===== src/rtl/alu_issue_stage.sv =====
// ID/EX issue register for the integer ALU: decodes RV32I ALU instructions into a
// 4-bit ALU opcode, resolves forwarded operands and registers them behind a valid/ready handshake.
module alu_issue_stage (
    input  logic        clk,
    input  logic        rst_n,
    input  logic        id_valid,
    output logic        id_ready,
    input  logic [6:0]  opcode,
    input  logic [2:0]  funct3,
    input  logic [6:0]  funct7,
    input  logic [31:0] pc,
    input  logic [31:0] imm,
    input  logic [4:0]  rs1_addr,
    input  logic [4:0]  rs2_addr,
    input  logic [4:0]  rd_addr,
    input  logic [31:0] rs1_data,
    input  logic [31:0] rs2_data,
    input  logic        exm_wen,
    input  logic [4:0]  exm_rd,
    input  logic [31:0] exm_res,
    input  logic        mwb_wen,
    input  logic [4:0]  mwb_rd,
    input  logic [31:0] mwb_res,
    input  logic        flush,
    input  logic        ex_ready,
    output logic        ex_valid,
    output logic [31:0] ex_A,
    output logic [31:0] ex_B,
    output logic [3:0]  ex_ALUOp,
    output logic [4:0]  ex_rd,
    output logic        ex_wen,
    output logic        illegal
);

    localparam int unsigned XLEN = 32;
    localparam int unsigned RW   = 5;
    localparam int unsigned OPW  = 4;
    localparam int unsigned SHW  = 5;

    localparam logic [6:0] OPC_OP     = 7'b0110011;
    localparam logic [6:0] OPC_OP_IMM = 7'b0010011;
    localparam logic [6:0] OPC_LUI    = 7'b0110111;
    localparam logic [6:0] OPC_AUIPC  = 7'b0010111;

    typedef struct packed {
        logic [XLEN-1:0] a;
        logic [XLEN-1:0] b;
        logic [OPW-1:0]  aluop;
        logic [RW-1:0]   rd;
        logic            wen;
    } issue_t;

    issue_t          dec_c;
    issue_t          iss_q;
    logic            legal_c;
    logic            capture_c;
    logic            valid_q;
    logic            illegal_q;
    logic [XLEN-1:0] rs1_c;
    logic [XLEN-1:0] rs2_c;

    // Only funct7[5] distinguishes ALU operations; the rest is don't-care here.
    logic unused_funct7;
    assign unused_funct7 = ^{funct7[6], funct7[4:0]};

    // Operand bypass: EX/MEM wins over MEM/WB, x0 always reads as zero.
    function automatic logic [XLEN-1:0] resolve(
        input logic [RW-1:0]   addr,
        input logic [XLEN-1:0] rf,
        input logic            e_wen,
        input logic [RW-1:0]   e_rd,
        input logic [XLEN-1:0] e_res,
        input logic            m_wen,
        input logic [RW-1:0]   m_rd,
        input logic [XLEN-1:0] m_res
    );
        logic [XLEN-1:0] v;
        v = rf;
        if (addr == '0)                     v = '0;
        else if (e_wen && (e_rd == addr))   v = e_res;
        else if (m_wen && (m_rd == addr))   v = m_res;
        return v;
    endfunction

    assign id_ready  = !valid_q || ex_ready;
    assign capture_c = id_valid && id_ready;

    // Decode and operand selection for the instruction on the ID side.
    always_comb begin
        rs1_c    = resolve(rs1_addr, rs1_data, exm_wen, exm_rd, exm_res, mwb_wen, mwb_rd, mwb_res);
        rs2_c    = resolve(rs2_addr, rs2_data, exm_wen, exm_rd, exm_res, mwb_wen, mwb_rd, mwb_res);
        dec_c    = '0;
        dec_c.rd = rd_addr;
        legal_c  = 1'b1;
        case (opcode)
            OPC_OP: begin
                dec_c.aluop = {((funct3 == 3'b000) || (funct3 == 3'b101)) && funct7[5], funct3};
                dec_c.a     = rs1_c;
                dec_c.b     = rs2_c;
            end
            OPC_OP_IMM: begin
                dec_c.aluop = {(funct3 == 3'b101) && funct7[5], funct3};
                dec_c.a     = rs1_c;
                dec_c.b     = imm;
            end
            OPC_LUI: begin
                dec_c.a = '0;
                dec_c.b = imm;
            end
            OPC_AUIPC: begin
                dec_c.a = pc;
                dec_c.b = imm;
            end
            default: legal_c = 1'b0;
        endcase
        // Shift amount is only the low five bits for both register and immediate forms.
        if ((dec_c.aluop[2:0] == 3'b001) || (dec_c.aluop[2:0] == 3'b101)) begin
            dec_c.b = {{(XLEN-SHW){1'b0}}, dec_c.b[SHW-1:0]};
        end
        dec_c.wen = legal_c && (rd_addr != '0);
    end

    // Issue register: reset > flush > capture > drain; everything holds during a stall.
    always_ff @(posedge clk) begin
        if (!rst_n) begin
            valid_q   <= 1'b0;
            illegal_q <= 1'b0;
            iss_q     <= '0;
        end else if (flush) begin
            valid_q   <= 1'b0;
            illegal_q <= 1'b0;
            iss_q.wen <= 1'b0;
        end else if (capture_c) begin
            valid_q   <= legal_c;
            illegal_q <= !legal_c;
            iss_q     <= dec_c;
        end else begin
            illegal_q <= 1'b0;
            if (ex_ready) begin
                valid_q   <= 1'b0;
                iss_q.wen <= 1'b0;
            end
        end
    end

    assign ex_valid = valid_q;
    assign ex_A     = iss_q.a;
    assign ex_B     = iss_q.b;
    assign ex_ALUOp = iss_q.aluop;
    assign ex_rd    = iss_q.rd;
    assign ex_wen   = iss_q.wen;
    assign illegal  = illegal_q;

endmodule


===== config.mk =====
export PLATFORM = sky130hd
export DESIGN_NAME = alu_issue_stage
export DESIGN_NICKNAME = d
export VERILOG_FILES = /design/src/rtl/alu_issue_stage.sv
export SDC_FILE = /design/constraint.sdc
export NUM_CORES = 1
export LEC_CHECK = 0
export BUFFER_PORTS_ARGS = -buffer_cell sky130_fd_sc_hd__buf_2
export CAP_MARGIN = 5
export CELL_PAD_IN_SITES_DETAIL_PLACEMENT = 0
export CELL_PAD_IN_SITES_GLOBAL_PLACEMENT = 1
export CORE_MARGIN = 4
export CORE_UTILIZATION = 32
export DETAILED_ROUTE_END_ITERATION = 6
export GPL_TIMING_DRIVEN = 0
export PLACE_DENSITY_LB_ADDON = 0.12
export REMOVE_ABC_BUFFERS = 1
export SETUP_SLACK_MARGIN = 0.15
export SYNTH_ARGS = -nofsm -noshare
export SYNTH_HDL_FRONTEND = slang
export SYNTH_SLANG_ARGS = --single-unit

===== constraint.sdc =====
create_clock -name clk -period 3.1 [get_ports clk]
set_input_delay 0 -clock clk [delete_from_list [all_inputs] [get_ports clk]]
set_output_delay 0 -clock clk [all_outputs]
set_load 0.01 [all_outputs]

# [Word level (Yosys, flattened, before mapping)]
# Cells that the tools add are included.
[word_totals] ff_bits=76 latch_bits=0 mem_bits_rw=0 rom_bits=0 output_inout_bits=77 elab_cells=56 mem_count=0
[op_classes] addsub=0 mul=0 div=0 n_lt_le_gt_ge=0 eq_ne=11 shift=0 mux=13 n_bitwise=3 reduce_logical=22
[op_table] cell="one-hot mux 64 bit (4 select lines)" count=1
[op_table] cell="2-to-1 mux 32 bit" count=7
[op_table] cell="== test 5 bit" count=4
[op_table] cell="== test 7 x 5 -> 1 bit, second input constant" count=2
[op_table] cell="== test 7 x 6 -> 1 bit, second input constant" count=2
[op_table] cell="logical NOT 5 bit" count=2
[op_table] cell="logical AND 1 bit" count=8
[op_table] cell="one-hot mux 4 bit (2 select lines)" count=1
[op_table] cell="== test 3 bit, second input constant" count=2
[op_table] cell="nonzero test 5 bit" count=1
[op_table] cell="2-to-1 mux 1 bit" count=4
[op_table] cell="OR reduction 4 bit" count=1
[op_table] cell="== test 3 x 1 -> 1 bit, second input constant" count=1
[op_table] cell="logical NOT 3 bit" count=1
[op_table] cell="logical OR 1 bit" count=3
[op_table] cell="inverter 1 bit" count=3
[op_table] cell="OR reduction 3 bit" count=1
[op_table] cell="logical NOT 1 bit" count=2
[op_table] cell="AND reduction 2 bit" count=1
[op_table] cell="nonzero test 2 bit" count=1
[op_table] cell="OR reduction 2 bit" count=1

# [Logic depth before layout (Yosys ltp)]
# Gate-level depths: netlist of run 1.
[depth] word_depth=7 ltp_mapped=7 mapped_depth_nobuf=5

# [Worst setup path after synthesis of run 1]
# OpenSTA, ideal clock, no wires.
[synth_timing] path_type="flip-flop to flip-flop" from="register valid_q, in the netlist ex_valid" to="register iss_q (netlist bit ex_B[21])" t_arrival_ps=1708 required_ps=3008 path_slack_ps=1300 stages_incl_launch_ff=7 period_less_slack_ps=1800 cell_sequence="dfxtp_1 nand2b_1 nand4b_1 a2111oi_4 nand2_4 buf_6 o32ai_1"
[synth_between] elab_chain_len=4
[synth_lines] element="start, declared" line_no="57" rtl="logic valid_q;"
[synth_lines] element="start signal, assigned" line_no="134" rtl="valid_q <= legal_c;"
[synth_lines] element="logical NOT 1 bit" line_no="85" rtl="assign id_ready = !valid_q || ex_ready;"
[synth_lines] element="logical OR 1 bit" line_no="85"
[synth_lines] element="via id_ready" line_no="7" rtl="output logic id_ready,"
[synth_lines] element="logical AND 1 bit" line_no="86" rtl="assign capture_c = id_valid && id_ready;"
[synth_lines] element="AND reduction 2 bit (no source line)"
[synth_lines] element="end, declared" line_no="54" rtl="issue_t iss_q;"
# The timed path passes the listed nets, and every way through them passes these cells.
# A chain may end at the register's enable or synchronous reset.

==> results of run 1 <==
area by class of cell:
cell class                 count  area share (%)
clock inverter                 6            1.41
inverter                       5           0.238
timing repair buffer         369            29.0
antenna                        4           0.127
clock buffer                  10            3.03
multi-input combinational    496            43.5
tap                          216            3.43
sequential                    76            19.3
logic make-up (layout without fill, tap and decap cells):
logic type | after synthesis | after routing | share of synthesized area, %
and+or+nand+nor | 261 | 261 | 28.4
AOI/OAI and AO/OA | 215 | 215 | 32.8
DFF | 76 | 76 | 29.3
buffers and inverters | 75 | 390 | 6.14
xor gates and xnor gates | 20 | 20 | 3.37
other | 0 | 4 | 0
metrics by stage:
step	hold WS [ps]	total power (uW)	setup TNS (ps)	area [um^2]
after floorplan	117	1200	-3110	4890
after global placement	252	1460	-111990	6720
after detailed placement	259	1500	0	7090
after CTS	0.236	2800	0	7870
after global routing	14.6	2870	0	7870
final	-2.60	2770	0	7880
layer usage:
layer | part of all wire [%] | up-vias | GRT usage, % | routed length, um
li1 | - | 3087 | - | -
met1 | 37 | 3074 | 29.3 | 9310
met2 | 52 | 296 | 47.4 | 12900
met3 | 7.6 | 54 | 5.65 | 1890
met5 | 0.028 | - | 0 | 7
met4 | 3.3 | 2 | 10.7 | 811
cell usage after synthesis, drive strengths merged (2+ instances only):
cell type	number	share of area, %
nor3	2	0.19
dfxtp	76	29
a221oi	32	5.4
o31ai	3	0.43
a21oi	13	1.3
a22o	2	0.34
or3	3	0.36
nor3b	28	4.0
a21boi	2	0.29
nand3	11	1.1
inv	5	0.36
nand3b	32	4.6
clkbuf	60	4.3
a31oi	24	2.9
nand2b	9	1.1
and2	59	7.1
o2bb2ai	5	0.84
buf	10	1.4
a32o	30	5.8
nor2b	3	0.36
nor4b	4	0.80
nor2	12	0.87
a221o	32	6.2
o32ai	24	4.0
nand2	94	6.9
xnor2	20	3.4
o21ai	45	4.3
a2111oi	2	0.82
power breakdown:
group          switching, uW  internal, uW
clock                    441           809
sequential              2.71           982
combinational            264           270
total                    708          2060
critical path: stages:
cell,delay (ps)
sky130_fd_sc_hd__buf_2,720
sky130_fd_sc_hd__nand4b_1,480
sky130_fd_sc_hd__a2111oi_4,840
sky130_fd_sc_hd__buf_8,250
sky130_fd_sc_hd__buf_6,180
sky130_fd_sc_hd__a21boi_0,240
sky130_fd_sc_hd__a22o_1,150
sequential cells by signal (all words and copies together), names as in the netlist:
signal / count
ex_B: 32
ex_ALUOp: 4
ex_rd: 5
ex_valid: 1
illegal: 1
ex_wen: 1
ex_A: 32
path summary, 6_finish.rpt:
kind | endpoint | slack, ps | cells past startpoint | startpoint
setup reg to reg | ex_A[30]$_SDFFE_PN0P_ | 580 | 7 | ex_valid$_SDFFE_PP0P_
hold reg to reg | ex_ALUOp[3]$_SDFFE_PN0P_ | 450 | 2 | ex_ALUOp[3]$_SDFFE_PN0P_
setup / recovery | ex_A[30]$_SDFFE_PN0P_ | 480 | 7 | rst_n
hold / removal | ex_B[2]$_SDFFE_PN0P_ | -3 | 3 | rs2_data[2]
what timing repair did:
action,4_1_cts,5_1_grt
hold buffers,42,0
setup endpoints to repair,0,0
hold endpoints to repair,42,0
==> reports/results.txt, run 1 <==
The run finished, with violations left. The checks that failed: hold timing. TritonCTS built the clock tree.

The arrival time of data at the critical path endpoint was 2900 ps; the number of antenna-violating nets in the routed design was 0. The worst hold margin came out at -2.60 ps. Number of port buffers: 311. In the synthesized netlist the async set-or-reset flop fraction comes to 0%.

After clock tree synthesis, the setup repair step added 0 buffers. The path class of the tightest hold or removal check is input pin to register. The core utilization of the finished layout came out at 49.6%.

The required time at the endpoint of the critical path is 3380 ps. For the worst-skew pair, the clock arrives at the later sink with an insertion delay of 330 ps. The first-pass GRT wire length was 37000 um; the sum of net half-perimeters after detailed placement was 17500 um. The worst clock skew on the final layout was 7.02 ps. The CTS clock-pin slew for the worst setup and hold paths is 60 ps.

The die span in y was 135 um. For this run, the register share of the synthesized area comes to 29.3%. The horizontal die dimension is 135 um.

The sequential cells in the finished layout cover a total of 1520 um^2. In the routed layout, each cell is associated on average with a via count of 5.51. After synthesis the netlist holds a flip-flop and latch count of 76.

The number of placed instances, taps included, is 1120. The total area inside the core boundary comes to 15900 um^2. Based on the critical path, the design can be clocked at up to 0.382 GHz.

For this run, the number of Yosys warnings is 0. The count of nets after finishing was 1198; the area of the mapped netlist was 5190 um^2. The number of clock sinks seen by CTS is 76.

CTS built an H-tree with a depth of 3. At the pin with the least slew margin, the transition time is 1130 ps. Routability-driven placement finished with a final weighted congestion of 0.807.

The top cell types in the final layout, fill and taps aside, are sky130_fd_sc_hd__buf_2 (311), sky130_fd_sc_hd__nand2_1 (93), sky130_fd_sc_hd__dfxtp_1 (76), sky130_fd_sc_hd__and2_1 (59), sky130_fd_sc_hd__dlygate4sd3_1 (42). The initial antenna violation count was 4; the power per cell area was 352 nW/um^2. The endpoint class of the critical path is a register. Compared with the post-synthesis result, the final layout area differs by 51.7%.

The tools report the via count of the first global-routing pass as 6678. The first routing iteration left 360 violations. The proportion of layout cells with a drive suffix above 1 is 37.1%, and the final routed wirelength across all metal layers is 24900 um. Counting flops with a built-in enable in the synthesized netlist gives 0. In the synthesized netlist the dominant register cell turns out to be sky130_fd_sc_hd__dfxtp_1. For this block, the via count after detailed routing is 6513. The per-cell routed wire length came out at 21.1 um. Commonest non-fill, non-tap cell in the layout: sky130_fd_sc_hd__buf_2. The analysis attributes to cell leakage a power of 0.00326 uW. The logs give 0 for the count of endpoints failing setup in the final report and 9 for the TritonCTS buffer count. The maximum vdd ir drop is 0.262 mV.

Setup repair after global routing left no endpoint under its margin. STA classifies the critical path startpoint as an input pin. Max-cap violations in this run came to 0. The number of different library cells used by synthesis comes to 38. The count of final hold-check violations is 1. I/O pin count: 318. The largest buffer count on any clock path is 2. For this run, design rule violations remaining after detail routing come to 0. After filler insertion, the fill cell instance count of the layout stands at 1603.

The clock root buffer is sky130_fd_sc_hd__clkbuf_16. The total grt overflow was 0. In this run the tightest slew margin relative to its limit is 24.7%. The initialized floorplan defines 46 standard-cell rows. Entering global routing, the biggest net connects 64 pins. Summing all multi-input logic gate instances after layout gives 3420 um^2.

The critical path is of the input pin to register type. The run gives 0 as the number of resized instances in the post-cts repair step. Global routing consumed, over all layers together, 26.0% of the routing resources. Timing analysis after detailed placement gives a worst setup slack of 138 ps. Setup slack on the critical path of the routed design comes to 479 ps. The die covers 18300 um^2.

The finished layout holds 1182 standard cells, fillers aside. The biggest fanout along the worst timing path was 43. For this configuration, the core starts out at a cell density of 32.7%. Synthesized area divided by synthesized cell count: 8.03 um^2. The number of max-slew violations in the final report was 0. Counting every instance in the synthesized netlist gives 647. In the finished design, the share of the clock period the worst path needs comes to 84.5%. The first detailed-routing pass ran for 5 iterations. The final critical delay including setup and external delays came out at 2620 ps.
No activity file was read; power rests on OpenSTA's default activity.
==> run 2: changes to the inputs <==
--- a/config.mk
+++ b/config.mk
@@ -10,7 +10,7 @@
 export CELL_PAD_IN_SITES_DETAIL_PLACEMENT = 0
 export CELL_PAD_IN_SITES_GLOBAL_PLACEMENT = 1
 export CORE_MARGIN = 4
-export CORE_UTILIZATION = 32
+export CORE_UTILIZATION = 27
 export DETAILED_ROUTE_END_ITERATION = 6
 export GPL_TIMING_DRIVEN = 0
 export PLACE_DENSITY_LB_ADDON = 0.12
==> constraint.sdc (replaced) <==
create_clock -name clk -period 2.2 [get_ports clk]
set_input_delay 0 -clock clk [delete_from_list [all_inputs] [get_ports clk]]
set_output_delay 0 -clock clk [all_outputs]
set_load 0.01 [all_outputs]
==> reports/results.txt, run 2 (same netlist as run 1, synthesis figures left out) <==
The flow ran to the end, and the final reports show no timing, DRC or antenna violations. The number of port buffers works out to 311 (unchanged). The commonest non-fill, non-tap cell in the layout is sky130_fd_sc_hd__buf_2.

The tools report the count of nets after finishing as 1207 (+0.75%). The slowest stage of the critical path is the sky130_fd_sc_hd__or3_2 cell. The post-layout total power is 3830 uW (+38%).

The tools report the area of the placeable core as 18800 um^2 (+19%). For the worst setup slack for register-to-register paths, the log shows 280 ps (-300 ps). The initial antenna violation count is 7 (+3), and the depth of the most critical reg-to-reg path is 7 (unchanged). The starting density of the core came out at 27.6% (-5.1 points).

The relative contribution of the clock network to total power is 43.7% (-1.5 points). The depth of the worst hold-timing path was 3 (unchanged); the maximum vdd ir drop was 0.336 mV (+28%). The number of cells after detailed placement came out at 1166 (+4.1%). The per-cell routed wire length came out at 20.7 um (-1.9%).

The proportion of layout cells with a drive suffix above 1 was 37.8% (+0.72 points). The number of clock sinks seen by CTS is 76 (unchanged). The number of max-slew violations in the final report is 0 (unchanged), and the first-pass GRT wire length is 38900 um (+4.9%). The actual slew at the worst max-slew pin is 988 ps (-142 ps). The worst clock skew on the final layout came out at 6.14 ps (-0.875 ps).

Setup repair after global routing could not meet its margin everywhere. Destination of the critical timing path: ex_A[17]$_SDFFE_PN0P_. The tools report the last weighted congestion value of the routability-driven placer as 0.802 (-0.67%). The worst register-to-register path ends at ex_B[8]$_SDFFE_PN0P_. The power per cell area is 473 nW/um^2 (+35%). Biggest fanout along the worst timing path: 32 (-26%). The switching fraction of total power was 26.1% (+0.51 points). The tools report the number of search-and-repair iterations in the first detailed-routing pass as 4 (-1).

The origin of the critical flop-to-flop path is ex_valid$_SDFFE_PP0P_. The I/O pin count was 318 (unchanged); the ratio of final minimum period to clock period was 87.9%. The tools report the startpoint type of the worst setup path as an input pin. The count of final hold-check violations is 0 (-1). The run gives 2160 ps (-740 ps) as the arrival time of data at the critical path endpoint. For the relative max-transition margin, the log shows 34.0% (+9.2 points). The aggregate negative setup slack was 0 ps (unchanged); the horizontal die dimension was 147 um (+8.3%).

The tools report the clock latency on the worst-skew pair as 340 ps (about the same). The signal on the critical path passes through buf_2, xnor2_1, nand3_1, or3_2, a221o_1, a32o_1. Static power due to leakage: 0.00333 uW (+2.2%). The class of the tightest hold or removal check is input pin to register.

The logs give 998 uW (+41%) for the switching power total and 20.1% (+0.8 points) for the combinational cell fraction of total power. The run gives 0 (unchanged) as the total grt overflow. In the layout the commonest cells are sky130_fd_sc_hd__buf_2 (308), sky130_fd_sc_hd__nand2_1 (93), sky130_fd_sc_hd__dfxtp_1 (76), sky130_fd_sc_hd__and2_1 (59), sky130_fd_sc_hd__dlygate4sd3_1 (44). The largest incremental delay on the critical path was 890 ps (+50 ps); the internal power component was 2830 uW (+37%). The worst setup path is captured at a register.

The sum of net half-perimeters after detailed placement was 18200 um (+4.5%). Starting DRC count in detailed routing: 235 (-35%). Largest buffer count on any clock path: 2 (unchanged). The final critical delay including setup and external delays is 1930 ps, and the CTS clock-pin slew for the worst setup and hold paths is 70 ps (about the same). The cell row count is 50 (+8.7%), and the via count of the first global-routing pass is 6648 (-0.45%).

The logs give 3 (unchanged) for the number of levels the H-tree was split into and 9 (unchanged) for the TritonCTS buffer count. The critical path is of the input pin to register type. For the core utilization of the finished layout, the log shows 43.0% (-6.6 points). The logs give 14.7 ps (+17.3 ps) for the worst hold margin and 0 (unchanged) for the count of endpoints failing setup in the final report. The die area was 21500 um^2 (+17%). The part of the power in registers is 36.3% (+0.7 points), and the post-route non-filler standard cell count is 1234 (+4.4%).

The max capacitance violation total is 0 (unchanged). For the number of design rule violations left after detail routing, the log shows 0 (unchanged). CTS placed an instance of sky130_fd_sc_hd__clkbuf_16 at the clock tree root. The largest net degree at the start of global routing is 64 (unchanged), and the final routed wirelength across all metal layers is 25500 um (+2.4%). The area growth from synthesis to layout is 55.8%. Total number of vias: 6379 (-2.1%). The total routing resource utilization after global routing was 23.0% (-3.0 points); the required time at the endpoint of the critical path was 2430 ps (-950 ps).

The tools report the number of antenna-violating nets in the routed design as 0 (unchanged). The mean number of vias per cell is 5.17 (-6.2%). The tools report the maximum clock rate as 0.517 GHz.

Die span in y: 147 um (+8.3%). TritonCTS built the clock tree. In this run the worst setup path begins at rs1_addr[3].
[run 2: changes by cell type in the layout (fill, tap and decap cells not counted), moves of 2 or more]
cell                            previous run  this run
sky130_fd_sc_hd__buf_4                     0         7
sky130_fd_sc_hd__buf_8                     9         3
sky130_fd_sc_hd__buf_16                    5        10
sky130_fd_sc_hd__o32ai_1                  24        20
sky130_fd_sc_hd__o32ai_2                   0         4
sky130_fd_sc_hd__buf_2                   311       308
sky130_fd_sc_hd__buf_6                     1         4
sky130_fd_sc_hd__dlygate4sd3_1            42        44
[run 2: worst min-delay path by stage]
stage	start	slack, ps	end
2_1_floorplan	rst_n	120	ex_B[0]$_SDFFE_PN0P_
3_5_place_dp	rd_addr[0]	260	ex_rd[0]$_SDFFE_PN0P_
5_1_grt	exm_res[2]	10	ex_A[2]$_SDFFE_PN0P_
3_3_place_gp	rd_addr[4]	260	ex_rd[4]$_SDFFE_PN0P_
6_report	exm_res[2]	10	ex_A[2]$_SDFFE_PN0P_
4_1_cts	exm_res[4]	1	ex_A[4]$_SDFFE_PN0P_
[run 2: what timing repair did]
| item | in CTS | in global routing |
|---|---|---|
| hold buffers | 44 | 0 |
| setup endpoints to repair | 34 | 23 |
| hold endpoints to repair | 42 | 0 |
| pin swaps | 4 | 0 |
| buffers inserted | 4 | 1 |
| gates resized for setup | 3 | 5 |
[run 2: worst max-delay path: cells and delay by family]
| kind | cells | cell delay [ps] |
|---|---|---|
| and+or+nand+nor | 2 | 1060 |
| AOI/OAI and AO/OA | 2 | 770 |
| xor gates and xnor gates | 1 | 190 |
| buffers and inverters | 1 | 120 |
[run 2: area by class of cell]
type / count / area, um^2
multi-input cells: 496 / 3460
flip-flops and latches: 76 / 1520
diodes: 4 / 10.0
fillers: 2006 / 10700
well taps: 260 / 325
inverters: 5 / 18.8
repair buffers: 378 / 2430
clock buffers: 11 / 253
clock inverters: 4 / 72.6
[run 2: routing by layer]
layer  up-vias  track usage (%)  share of wire (%)
met5         -                0               0.13
met4         6             7.24                1.7
met3        32             5.90                6.7
met2       229             41.1                 51
met1      2997             26.9                 41
li1       3115                -                  -
[run 2: per-stage QoR]
stage                     setup WS (ps)  instance area (um^2)
after floorplan                   -1020                  4890
after global placement            -2750                  6770
after detailed placement           -649                  7230
after CTS                           223                  8040
after global routing                143                  8090
final                               266                  8090
[run 2: power groups by stage]
stage                     Combinational, uW  Sequential [uW]  Clock [uW]
after floorplan                         263             1420           0
after global placement                  637             1420           0
after detailed placement                704             1420           0
after CTS                               770             1390        1720
after global routing                    836             1390        1760
final                                   769             1390        1670
==> run 3: changes to the inputs <==
--- a/config.mk
+++ b/config.mk
@@ -7,11 +7,12 @@
 export LEC_CHECK = 0
 export BUFFER_PORTS_ARGS = -buffer_cell sky130_fd_sc_hd__buf_2
 export CAP_MARGIN = 5
-export CELL_PAD_IN_SITES_DETAIL_PLACEMENT = 0
-export CELL_PAD_IN_SITES_GLOBAL_PLACEMENT = 1
+export CELL_PAD_IN_SITES_DETAIL_PLACEMENT = 1
+export CELL_PAD_IN_SITES_GLOBAL_PLACEMENT = 2
 export CORE_MARGIN = 4
-export CORE_UTILIZATION = 27
+export CORE_UTILIZATION = 20
 export DETAILED_ROUTE_END_ITERATION = 6
+export GPL_ROUTABILITY_DRIVEN = 0
 export GPL_TIMING_DRIVEN = 0
 export PLACE_DENSITY_LB_ADDON = 0.12
 export REMOVE_ABC_BUFFERS = 1
==> reports/results.txt, run 3 (same netlist as run 1, synthesis figures left out) <==
The type of the setup path with the least slack was register to register. Via count of the first global-routing pass: 7023 (+5.6%). The relative contribution of the clock network to total power is 43.3% (-0.4 points), and the count of final hold-check violations is 0 (unchanged). The startpoint type of the worst setup path was a register. Cell occurring most often along the worst timing path: sky130_fd_sc_hd__buf_4.

The horizontal die dimension is 169 um (+15%). The actual slew at the worst max-slew pin came out at 960 ps (-28.1 ps). Number of design rule violations left after detail routing: 0 (unchanged).

The worst hold path belongs to the class input pin to register. The arrival time of data at the critical path endpoint was 2200 ps (+40 ps). The largest incremental delay on the critical path is 360 ps (-530 ps). The ratio of final minimum period to clock period is 89.1% (+1.2 points). The number of port buffers came out at 311 (unchanged). The final routed wirelength across all metal layers is 30400 um (+19%).

The number of max-slew violations in the final report is 0 (unchanged). Clock tree synthesis selected as its root buffer the cell sky130_fd_sc_hd__clkbuf_16. The CTS clock-pin slew for the worst setup and hold paths came out at 70 ps (about the same). The logs give 2800 uW (-1.1%) for the internal power component and 7300 um^2 (+0.90%) for the post-place instance area. The post-route non-filler standard cell count was 1306 (+5.8%). The die span in y was 169 um (+15%). The mean number of vias per cell is 4.94 (-4.4%), and the starting density of the core is 20.5% (-7.1 points). The count of nets after finishing came out at 1211 (+0.33%). The number of search-and-repair iterations in the first detailed-routing pass is 4 (unchanged).

The run gives 20.4% (-2.6 points) as the total routing resource utilization after global routing. The library cell used most frequently in the layout, excluding fill and tap cells, is sky130_fd_sc_hd__buf_2. The logs give 9 (unchanged) for the TritonCTS buffer count and 0.232 mV (-31%) for the maximum vdd ir drop.

The combinational cell fraction of total power is 20.6% (+0.5 points), and the switching fraction of total power is 27.3% (+1.2 points). Setup repair after global routing could not meet its margin everywhere. The number of antenna-violating nets in the routed design came out at 0 (unchanged). The max capacitance violation total was 0 (unchanged). The proportion of layout cells with a drive suffix above 1 came out at 37.8% (about the same). The worst setup path is captured at a register. The logs give 3 (unchanged) for the number of levels the H-tree was split into and 25300 um^2 (+34%) for the area of the placeable core.

The logs give 5 (-2) for the initial antenna violation count and 21100 um (+16%) for the sum of net half-perimeters after detailed placement. The biggest fanout along the worst timing path was 27 (-16%). For the maximum clock rate, the log shows 0.510 GHz (-1.3%). On the critical path, the stage with the largest delay is an instance of sky130_fd_sc_hd__o32ai_1.

For the largest net degree at the start of global routing, the log shows 64 (unchanged). The worst clock skew on the final layout was 10.4 ps (+4.23 ps). The flow ran to the end, and the final reports show no timing, DRC or antenna violations. The total number of vias came out at 6454 (+1.2%). The per-cell routed wire length was 23.3 um (+13%). The area growth from synthesis to layout is 57.1%. The static power due to leakage came out at 0.00332 uW (-0.41%). The required time at the endpoint of the critical path came out at 2440 ps (about the same). The tools report the design area as 8160 um^2 (+0.80%). The tools report the I/O pin count as 318 (unchanged). The signal on the critical path passes through nand2b_2, nand4b_1, buf_4, a2111oi_4, buf_4, nand2_8, o32ai_1. The run gives 2 (unchanged) as the largest buffer count on any clock path.

The worst hold margin was 19.9 ps (+5.19 ps); the final critical delay including setup and external delays was 1960 ps (+26.4 ps). The run gives 0 (unchanged) as the count of endpoints failing setup in the final report. The part of the power in registers was 36.1% (-0.2 points); the switching power total was 1050 uW (+5.0%).

The number of clock sinks seen by CTS was 76 (unchanged). Leaving out fill and tap cells, the most frequent cells in the layout are sky130_fd_sc_hd__buf_2 (308), sky130_fd_sc_hd__nand2_1 (93), sky130_fd_sc_hd__dfxtp_1 (76), sky130_fd_sc_hd__and2_1 (59), sky130_fd_sc_hd__dlygate4sd3_1 (45). The run gives 240 ps (-26.4 ps) as the smallest setup slack after layout. TritonCTS built the clock tree. The cell row count was 58 (+16%); the clock latency on the worst-skew pair was 340 ps (about the same). The power per cell area was 472 nW/um^2 (-0.31%); the number of cells after detailed placement was 1236 (+6.0%). The die area is 28600 um^2 (+33%). The worst slack at placement came out at -709 ps (-59.9 ps).

For the relative max-transition margin, the log shows 36.0% (+2.1 points). The run gives 0 (unchanged) as the total grt overflow. The first-pass GRT wire length is 44600 um (+15%), and the starting DRC count in detailed routing is 299 (+27%).
-- run 3: what timing repair did --
item	4_1_cts	5_1_grt
pin swaps	3	1
cloned	1	1
setup buffers	4	2
endpoints found under the setup margin	64	28
hold endpoints to repair	45	0
gates resized for setup	4	3
hold buffers	45	0
-- run 3: worst paths after layout --
check                           slack (ps)                      from  cells past startpoint                  endpoint
worst min-delay path                    20                exm_res[4]                      3      ex_A[4]$_SDFFE_PN0P_
worst max-delay path                   240     ex_valid$_SDFFE_PP0P_                      7     ex_B[18]$_SDFFE_PN0P_
worst min register to register         460  ex_ALUOp[0]$_SDFFE_PN0P_                      2  ex_ALUOp[0]$_SDFFE_PN0P_
worst max register to register         240     ex_valid$_SDFFE_PP0P_                      7     ex_B[18]$_SDFFE_PN0P_
-- run 3: worst max-delay path, delay by kind of cell (launching register included) --
family / cells / cell delay (ps)
AOI/OAI and AO/OA: 2 / 660
DFF: 1 / 330
buffers and inverters: 2 / 400
and+or+nand+nor: 3 / 460
-- run 3: power groups by stage --
| stage | combinational (uW) | sequential (uW) | clock (uW) |
|---|---|---|---|
| finish | 792 | 1390 | 1670 |
| global route | 863 | 1390 | 1800 |
| floorplan | 263 | 1420 | 0 |
| global placement | 664 | 1420 | 0 |
| CTS | 798 | 1390 | 1740 |
| detailed placement | 727 | 1420 | 0 |
-- run 3: routing by layer --
metal  vias to the layer above  wire length [um]  track usage [%]
met5                         -                26                0
met4                         4               393             5.81
met3                        27              1480             3.59
met2                       189             16000             37.3
met1                      3111             12600             24.4
li1                       3123                 -                -
-- run 3: layout make-up --
class	instances	area, um^2
multi-input cells	498	3460
diodes	3	7.51
clock buffers	10	239
fillers	3073	17200
flip-flops and latches	76	1520
well taps	330	413
repair buffers	380	2420
clock inverters	4	73.8
inverters	5	18.8
-- run 3: metrics by stage --
step           power [uW]  util [%]  setup TNS, ps
2_1_floorplan        1690         -         -61700
3_3_place_gp         2080      27.1        -214840
3_5_place_dp         2150      28.8         -29250
4_1_cts              3930      32.0              0
5_1_grt              4050      32.2              0
6_report             3850      32.2              0
